[config.mk]
export PLATFORM = sky130hd
export DESIGN_NAME = sine_phase_to_amp
export DESIGN_NICKNAME = d
export VERILOG_FILES = /design/src/rtl/sine_phase_to_amp.sv
export SDC_FILE = /design/constraint.sdc
export NUM_CORES = 1
export LEC_CHECK = 0
export ABC_AREA = 1
export CAP_MARGIN = 0
export CORE_ASPECT_RATIO = 1.5
export CORE_MARGIN = 5
export CORE_UTILIZATION = 60
export DETAILED_ROUTE_END_ITERATION = 10
export PLACE_DENSITY = 0.86
export SYNTH_ARGS = -nofsm -noshare
export SYNTH_HDL_FRONTEND = slang
export SYNTH_SLANG_ARGS = --single-unit
[constraint.sdc]
create_clock -name clk -period 12.8 [get_ports clk]
set_input_delay 2.56 -clock clk [delete_from_list [all_inputs] [get_ports clk]]
set_output_delay 2.56 -clock clk [all_outputs]
set_load 0.005 [all_outputs]
[src/rtl/sine_phase_to_amp.sv]
// DDS phase-to-sine converter: quarter-wave LUT with quadrant folding,
// linear interpolation, and a 4-clock pipeline after phase intake.
module sine_phase_to_amp #(
    parameter int PHASE_W = 14,
    parameter int AMP_W   = 16,
    parameter int LUT_A   = 6
) (
    input  logic                     clk,
    input  logic                     rst_n,
    input  logic                     ce,
    input  logic [PHASE_W-1:0]       phase,
    output logic signed [AMP_W-1:0]  amp,
    output logic                     amp_valid
);

    localparam int F  = PHASE_W - 2;
    localparam int S  = F - LUT_A;
    localparam int FW = 6;
    localparam int PW = AMP_W + FW;

    function automatic logic [AMP_W-1:0] lut_f(input logic [6:0] k);
        case (k)
            7'd0:  lut_f = 16'd0;
            7'd1:  lut_f = 16'd804;
            7'd2:  lut_f = 16'd1608;
            7'd3:  lut_f = 16'd2410;
            7'd4:  lut_f = 16'd3212;
            7'd5:  lut_f = 16'd4011;
            7'd6:  lut_f = 16'd4808;
            7'd7:  lut_f = 16'd5602;
            7'd8:  lut_f = 16'd6393;
            7'd9:  lut_f = 16'd7179;
            7'd10: lut_f = 16'd7962;
            7'd11: lut_f = 16'd8739;
            7'd12: lut_f = 16'd9512;
            7'd13: lut_f = 16'd10278;
            7'd14: lut_f = 16'd11039;
            7'd15: lut_f = 16'd11793;
            7'd16: lut_f = 16'd12539;
            7'd17: lut_f = 16'd13279;
            7'd18: lut_f = 16'd14010;
            7'd19: lut_f = 16'd14732;
            7'd20: lut_f = 16'd15446;
            7'd21: lut_f = 16'd16151;
            7'd22: lut_f = 16'd16846;
            7'd23: lut_f = 16'd17530;
            7'd24: lut_f = 16'd18204;
            7'd25: lut_f = 16'd18868;
            7'd26: lut_f = 16'd19519;
            7'd27: lut_f = 16'd20159;
            7'd28: lut_f = 16'd20787;
            7'd29: lut_f = 16'd21403;
            7'd30: lut_f = 16'd22005;
            7'd31: lut_f = 16'd22594;
            7'd32: lut_f = 16'd23170;
            7'd33: lut_f = 16'd23731;
            7'd34: lut_f = 16'd24279;
            7'd35: lut_f = 16'd24811;
            7'd36: lut_f = 16'd25329;
            7'd37: lut_f = 16'd25832;
            7'd38: lut_f = 16'd26319;
            7'd39: lut_f = 16'd26790;
            7'd40: lut_f = 16'd27245;
            7'd41: lut_f = 16'd27683;
            7'd42: lut_f = 16'd28105;
            7'd43: lut_f = 16'd28510;
            7'd44: lut_f = 16'd28898;
            7'd45: lut_f = 16'd29268;
            7'd46: lut_f = 16'd29621;
            7'd47: lut_f = 16'd29956;
            7'd48: lut_f = 16'd30273;
            7'd49: lut_f = 16'd30571;
            7'd50: lut_f = 16'd30852;
            7'd51: lut_f = 16'd31113;
            7'd52: lut_f = 16'd31356;
            7'd53: lut_f = 16'd31580;
            7'd54: lut_f = 16'd31785;
            7'd55: lut_f = 16'd31971;
            7'd56: lut_f = 16'd32137;
            7'd57: lut_f = 16'd32285;
            7'd58: lut_f = 16'd32412;
            7'd59: lut_f = 16'd32521;
            7'd60: lut_f = 16'd32609;
            7'd61: lut_f = 16'd32678;
            7'd62: lut_f = 16'd32728;
            7'd63: lut_f = 16'd32757;
            default: lut_f = 16'd32767;
        endcase
    endfunction

    logic [PHASE_W-1:0] ph_q, ph_d;
    logic               v0_q, v0_d;
    logic               neg1_q, neg1_d;
    logic [6:0]         idx1_q, idx1_d;
    logic [FW-1:0]      frac1_q, frac1_d;
    logic               v1_q, v1_d;
    logic               neg2_q, neg2_d;
    logic [AMP_W-1:0]   lo2_q, lo2_d;
    logic [AMP_W-1:0]   hi2_q, hi2_d;
    logic [FW-1:0]      frac2_q, frac2_d;
    logic               v2_q, v2_d;
    logic               neg3_q, neg3_d;
    logic [AMP_W-1:0]   mag3_q, mag3_d;
    logic               v3_q, v3_d;
    logic [AMP_W-1:0]   amp_q, amp_d;
    logic               amp_valid_q, amp_valid_d;

    logic [1:0]         quad;
    logic [F-1:0]       off;
    logic [F:0]         off_f;
    logic [FW-1:0]      frac;
    logic [6:0]         idx_hi;
    logic [AMP_W-1:0]   diff;
    logic [PW-1:0]      prod;

    assign quad  = ph_q[PHASE_W-1 -: 2];
    assign off   = ph_q[F-1:0];
    // Odd quadrants mirror the offset so the LUT only covers 0..pi/2
    assign off_f = quad[0] ? ({1'b1, {F{1'b0}}} - {1'b0, off}) : {1'b0, off};

    generate
        if (S >= FW) begin : g_frac_trunc
            assign frac = off_f[S-1 -: FW];
        end else begin : g_frac_pad
            assign frac = {off_f[S-1:0], {(FW-S){1'b0}}};
        end
    endgenerate

    assign idx_hi = (idx1_q == 7'd64) ? 7'd64 : idx1_q + 7'd1;
    assign diff   = hi2_q - lo2_q;
    assign prod   = {{FW{1'b0}}, diff} * {{AMP_W{1'b0}}, frac2_q}
                  + PW'(32);

    always_comb begin
        ph_d        = ph_q;
        v0_d        = ce;
        neg1_d      = neg1_q;
        idx1_d      = idx1_q;
        frac1_d     = frac1_q;
        v1_d        = v0_q;
        neg2_d      = neg2_q;
        lo2_d       = lo2_q;
        hi2_d       = hi2_q;
        frac2_d     = frac2_q;
        v2_d        = v1_q;
        neg3_d      = neg3_q;
        mag3_d      = mag3_q;
        v3_d        = v2_q;
        amp_d       = amp_q;
        amp_valid_d = v3_q;
        if (ce) begin
            ph_d = phase;
        end
        if (v0_q) begin
            neg1_d  = quad[1];
            idx1_d  = off_f[F:S];
            frac1_d = frac;
        end
        if (v1_q) begin
            neg2_d  = neg1_q;
            lo2_d   = lut_f(idx1_q);
            hi2_d   = lut_f(idx_hi);
            frac2_d = frac1_q;
        end
        if (v2_q) begin
            neg3_d = neg2_q;
            mag3_d = lo2_q + prod[PW-1:FW];
        end
        if (v3_q) begin
            amp_d = neg3_q ? ({AMP_W{1'b0}} - mag3_q) : mag3_q;
        end
    end

    always_ff @(posedge clk or negedge rst_n) begin
        if (!rst_n) begin
            ph_q        <= '0;
            v0_q        <= 1'b0;
            neg1_q      <= 1'b0;
            idx1_q      <= '0;
            frac1_q     <= '0;
            v1_q        <= 1'b0;
            neg2_q      <= 1'b0;
            lo2_q       <= '0;
            hi2_q       <= '0;
            frac2_q     <= '0;
            v2_q        <= 1'b0;
            neg3_q      <= 1'b0;
            mag3_q      <= '0;
            v3_q        <= 1'b0;
            amp_q       <= '0;
            amp_valid_q <= 1'b0;
        end else begin
            ph_q        <= ph_d;
            v0_q        <= v0_d;
            neg1_q      <= neg1_d;
            idx1_q      <= idx1_d;
            frac1_q     <= frac1_d;
            v1_q        <= v1_d;
            neg2_q      <= neg2_d;
            lo2_q       <= lo2_d;
            hi2_q       <= hi2_d;
            frac2_q     <= frac2_d;
            v2_q        <= v2_d;
            neg3_q      <= neg3_d;
            mag3_q      <= mag3_d;
            v3_q        <= v3_d;
            amp_q       <= amp_d;
            amp_valid_q <= amp_valid_d;
        end
    end

    assign amp       = amp_q;
    assign amp_valid = amp_valid_q;

endmodule

# Word level (Yosys, flattened, before mapping)
# Memories as Yosys holds them, arrays and structs flattened.
# Cells that the tools add are included.
# word_totals
register_bits	105
rom_bits	1920
input_bits	17
n_memories	2
# mem_list
name	words	width	rd	rd_ports_with_merged_regs	write_ports	line_no	text
(name not given)	64	15	1	0	0	22	case (k)
(name not given)	64	15	1	0	0	22	
# op_classes
addsub	6
n_mul	1
eq_ne	1
n_mux	5
# ops
operator	n
$mux W16	3
$add A22 B6 Y22 const B	1
$mul A16 B6 Y22	1
$add A16 B16 Y16	1
$sub A1 B16 Y16 const A	1
$sub A16 B16 Y16	1
$mux W13	1
$sub A13 B12 Y13 const A	1
$add A7 B1 Y7 const B	1
$eq A7 B7 Y1 const B	1
$mux W7	1

# Longest topological paths before layout
# depth
depth_word	4
mapped_depth	38
mapped_depth_nobuf	38

# Worst setup path after synthesis
# Ideal clock, no wire load.
# synth_path
path_kind	flip-flop to flip-flop
from	reg lo2_q[0]
to	reg mag3_q[12]
setup_time_ps	118
arrival_ps	6016
required_ps	12682
path_slack_ps	6666
stages_incl_launch_ff	30
path_buffers	0
period_less_slack_ps	6134
path_cell_list	dfrtp_1 > ha_1 > fa_1 > o21a_1 > o21ai_0 > a31oi_1 > xor2_1 > nor2_1 > fa_1 > fa_1 > fa_1 > ha_1 > ha_1 > nand2_1 > inv_1 > nand2_1 > inv_1 > nand2_1 > nand2_1 > a21oi_1 > o21ai_0 > xor2_1 > ha_1 > a21oi_1 > o21ai_0 > a21o_1 > nand2_1 > nand3b_1 > nand3_1 > nand2_1
# synth_via
elab_chain_cells	4
# synth_lines
item	line_no	text
start: declaration	98	logic [AMP_W-1:0] lo2_q, lo2_d;
start signal: assignment	200	lo2_q <= lo2_d;
$sub A16 B16 Y16	130	assign diff = hi2_q - lo2_q;
$mul A16 B6 Y22	131	assign prod = {{FW{1'b0}}, diff} * {{AMP_W{1'b0}}, frac2_q}
$add A22 B6 Y22	132	+ PW'(32);
$add A16 B16 Y16 *	167	mag3_d = lo2_q + prod[PW-1:FW];
end signal: assignment	205	mag3_q <= mag3_d;
end: declaration	103	logic [AMP_W-1:0] mag3_q, mag3_d;
# Every way passes the cells marked *; elsewhere a longest branch is shown, timed or not.
# A chain may end at the register's enable or synchronous reset.

# Worst setup path in the final report
# layout_path
from	reg lo2_q[0]
to	reg mag3_q[8]
# Same word-level chain as after synthesis.

==> reports/results.tsv <==
metric	value	unit
status	completed	
finalClockSkew	0.0128	ns
cts_resized	0	
gp_congestion	1.00	
grtUsageTotal	31.9	%
path_depth	29	
area_growth	6.47	%
syn_avg_cell_area	7.09	um2
r2r_end	mag3_q[8]	
first_global_vias	10702	
drive_gt1_share	4.33	%
synth-seq-area-share	23.6	%
dieArea	21100	um2
hpwlAfterDp	25300	um
avgRoutedWirePerCell	18.5	um
ys_ff_latch	103	
cp-endpoint	mag3_q[8]	
syn_area	10900	um2
cts_buffer_depth	2	
arrival	7.36	ns
cts_made_buffers	9	
maxSlewViolCount	0	
clk_pin_slew	0.08	ns
max_stage_delay	0.53	ns
yosysTopAreaCellShare	23.6	%
post-cts-setup-buffer-count	0	
relSlewSlack	40.7	%
clkLatencyLatePin	0.36	ns
reg2regPathDepth	29	
fin_nets	1712	
critical_path.top_delay_family	adder cells	
setup_tns	0	ns
final_cell_mix	358 x nand2_1, 188 x nor2_1, 158 x inv_1	
finalHoldViolCount	0	
syn-instance-count	1543	
clockRootBuffer	clkbuf_16	
postRouteWirelength	32600	um
die_h	175	um
period_minus_slack	7.14	ns
ctsHtreeMaxLevel	3	
synth_edf_count	0	
drt_iter0_drc	981	
syn_nets	1714	
r2r_start	lo2_q[0]	
ant_nets	0	
start_util	61.0	%
cp-end-kind	register	
diodes	0	
rows	60	
reg2reg_slack	5.66	ns
async_flop_share	100	%
final_common_cell	nand2_1	
grt_max_degree	56	
ctsHoldBuffers	0	
slowest_stage	fa_1	
startpoint	lo2_q[0]	
cts_sinks	103	
synth_cell_types	47	
worst_pin_slew	0.886	ns
ys.flop_type	dfrtp_1	
setup_viol	0	
yosysTopAreaCell	dfrtp_1	
hold_path_class	reg2reg	
cap_viol_max_count	0	
crit_buf_inv	5	
post-route-period-util	55.8	%
num_vias	10530	
fmax	0.140	GHz
antenna_found_initial	0	
required	13.02	ns
synth_warnings	0	
timing_worst_setup_path_type	reg2reg	
grt_pass1_wl	54400	um
ys_top_cells_by_area	dfrtp_1 24%, nand2_1 12%, ha_1 11%	
first_pass_iters	7	
coreArea	17900	um2
cts_tree	yes	
die_w	120	um
start_kind	register	
drcViolationCount	0	
rsz0062_at_grt	false	
port_buffers	33	
critPathMaxFanout	6	
vias_per_cell	5.97	
io-pin-count	34	
grt_remaining_overflow	0	
state kept, by name, indices dropped and copies added, names as in the netlist:
name         cells
v1_q             1
v0_q             1
hi2_q           15
mag3_q          16
frac2_q          6
neg3_q           1
neg1_q           1
idx1_q           7
amp             16
amp_valid        1
ph_q            14
neg2_q           1
lo2_q           15
v2_q             1
frac1_q          6
amp_valid_d      1
synthesized netlist by cell type (all sizes together), types with 10 or more instances:
cell	count
xor2	38
a21oi	95
nand2	363
inv	168
buf	20
o21ai	131
nor3	18
nand3	113
xnor2	16
ha	96
nor2	191
or2	14
o211ai	14
fa	58
nand4	10
dfrtp	103
clkbuf	35
layout make-up:
type | instances | area [um2]
multi-input cells | 1215 | 7460
fillers | 1601 | 6290
flip-flops and latches | 103 | 2580
inverters | 170 | 638
repair buffers | 42 | 395
well taps | 217 | 272
clock buffers | 9 | 225
clock inverters | 7 | 86.3
stage by stage:
step                      area [um2]  instances  hold slack (ns)  setup WS [ns]  util, %
after CTS                      11700       1763            0.419           5.71     64.9
final                          11700       1763            0.414           5.66     64.9
after global routing           11700       1763            0.432           5.23     64.9
after floorplan                10900       1543            0.352           6.67        -
after global placement         11300       1747            0.398           5.87     63.2
after detailed placement       11300       1747            0.400           5.74     63.2
worst min-delay path by stage:
stage                      startpoint           to  slack (ns)  cells past startpoint
after floorplan                  v2_q  amp_valid_d        0.35                      0
after global placement    amp_valid_d    amp_valid        0.40                      0
after detailed placement  amp_valid_d    amp_valid        0.40                      0
after CTS                 amp_valid_d    amp_valid        0.42                      0
after global routing      amp_valid_d    amp_valid        0.43                      0
final                     amp_valid_d    amp_valid        0.41                      0
cell families after synthesis:
group	Yosys count	synth area share (%)
simple gates	715	27.3
compound gates	290	14.6
buf+inv	225	8.30
fa+ha+maj	154	21.6
flops	103	23.6
xor+xnor	54	4.39
mux	2	0.206
routing by layer:
layer  vias to the layer above  wire [um]  global-route usage, %
li1                       5038          -                      -
met1                      4985      12100                   37.5
met2                       393      17200                   57.7
met3                       114       1700                   3.77
met4                         0       1620                   14.7
met5                         -          0                      0
Power is not shown: default switching activity piles up to over one toggle a cycle in this logic, so the estimate is an artifact.
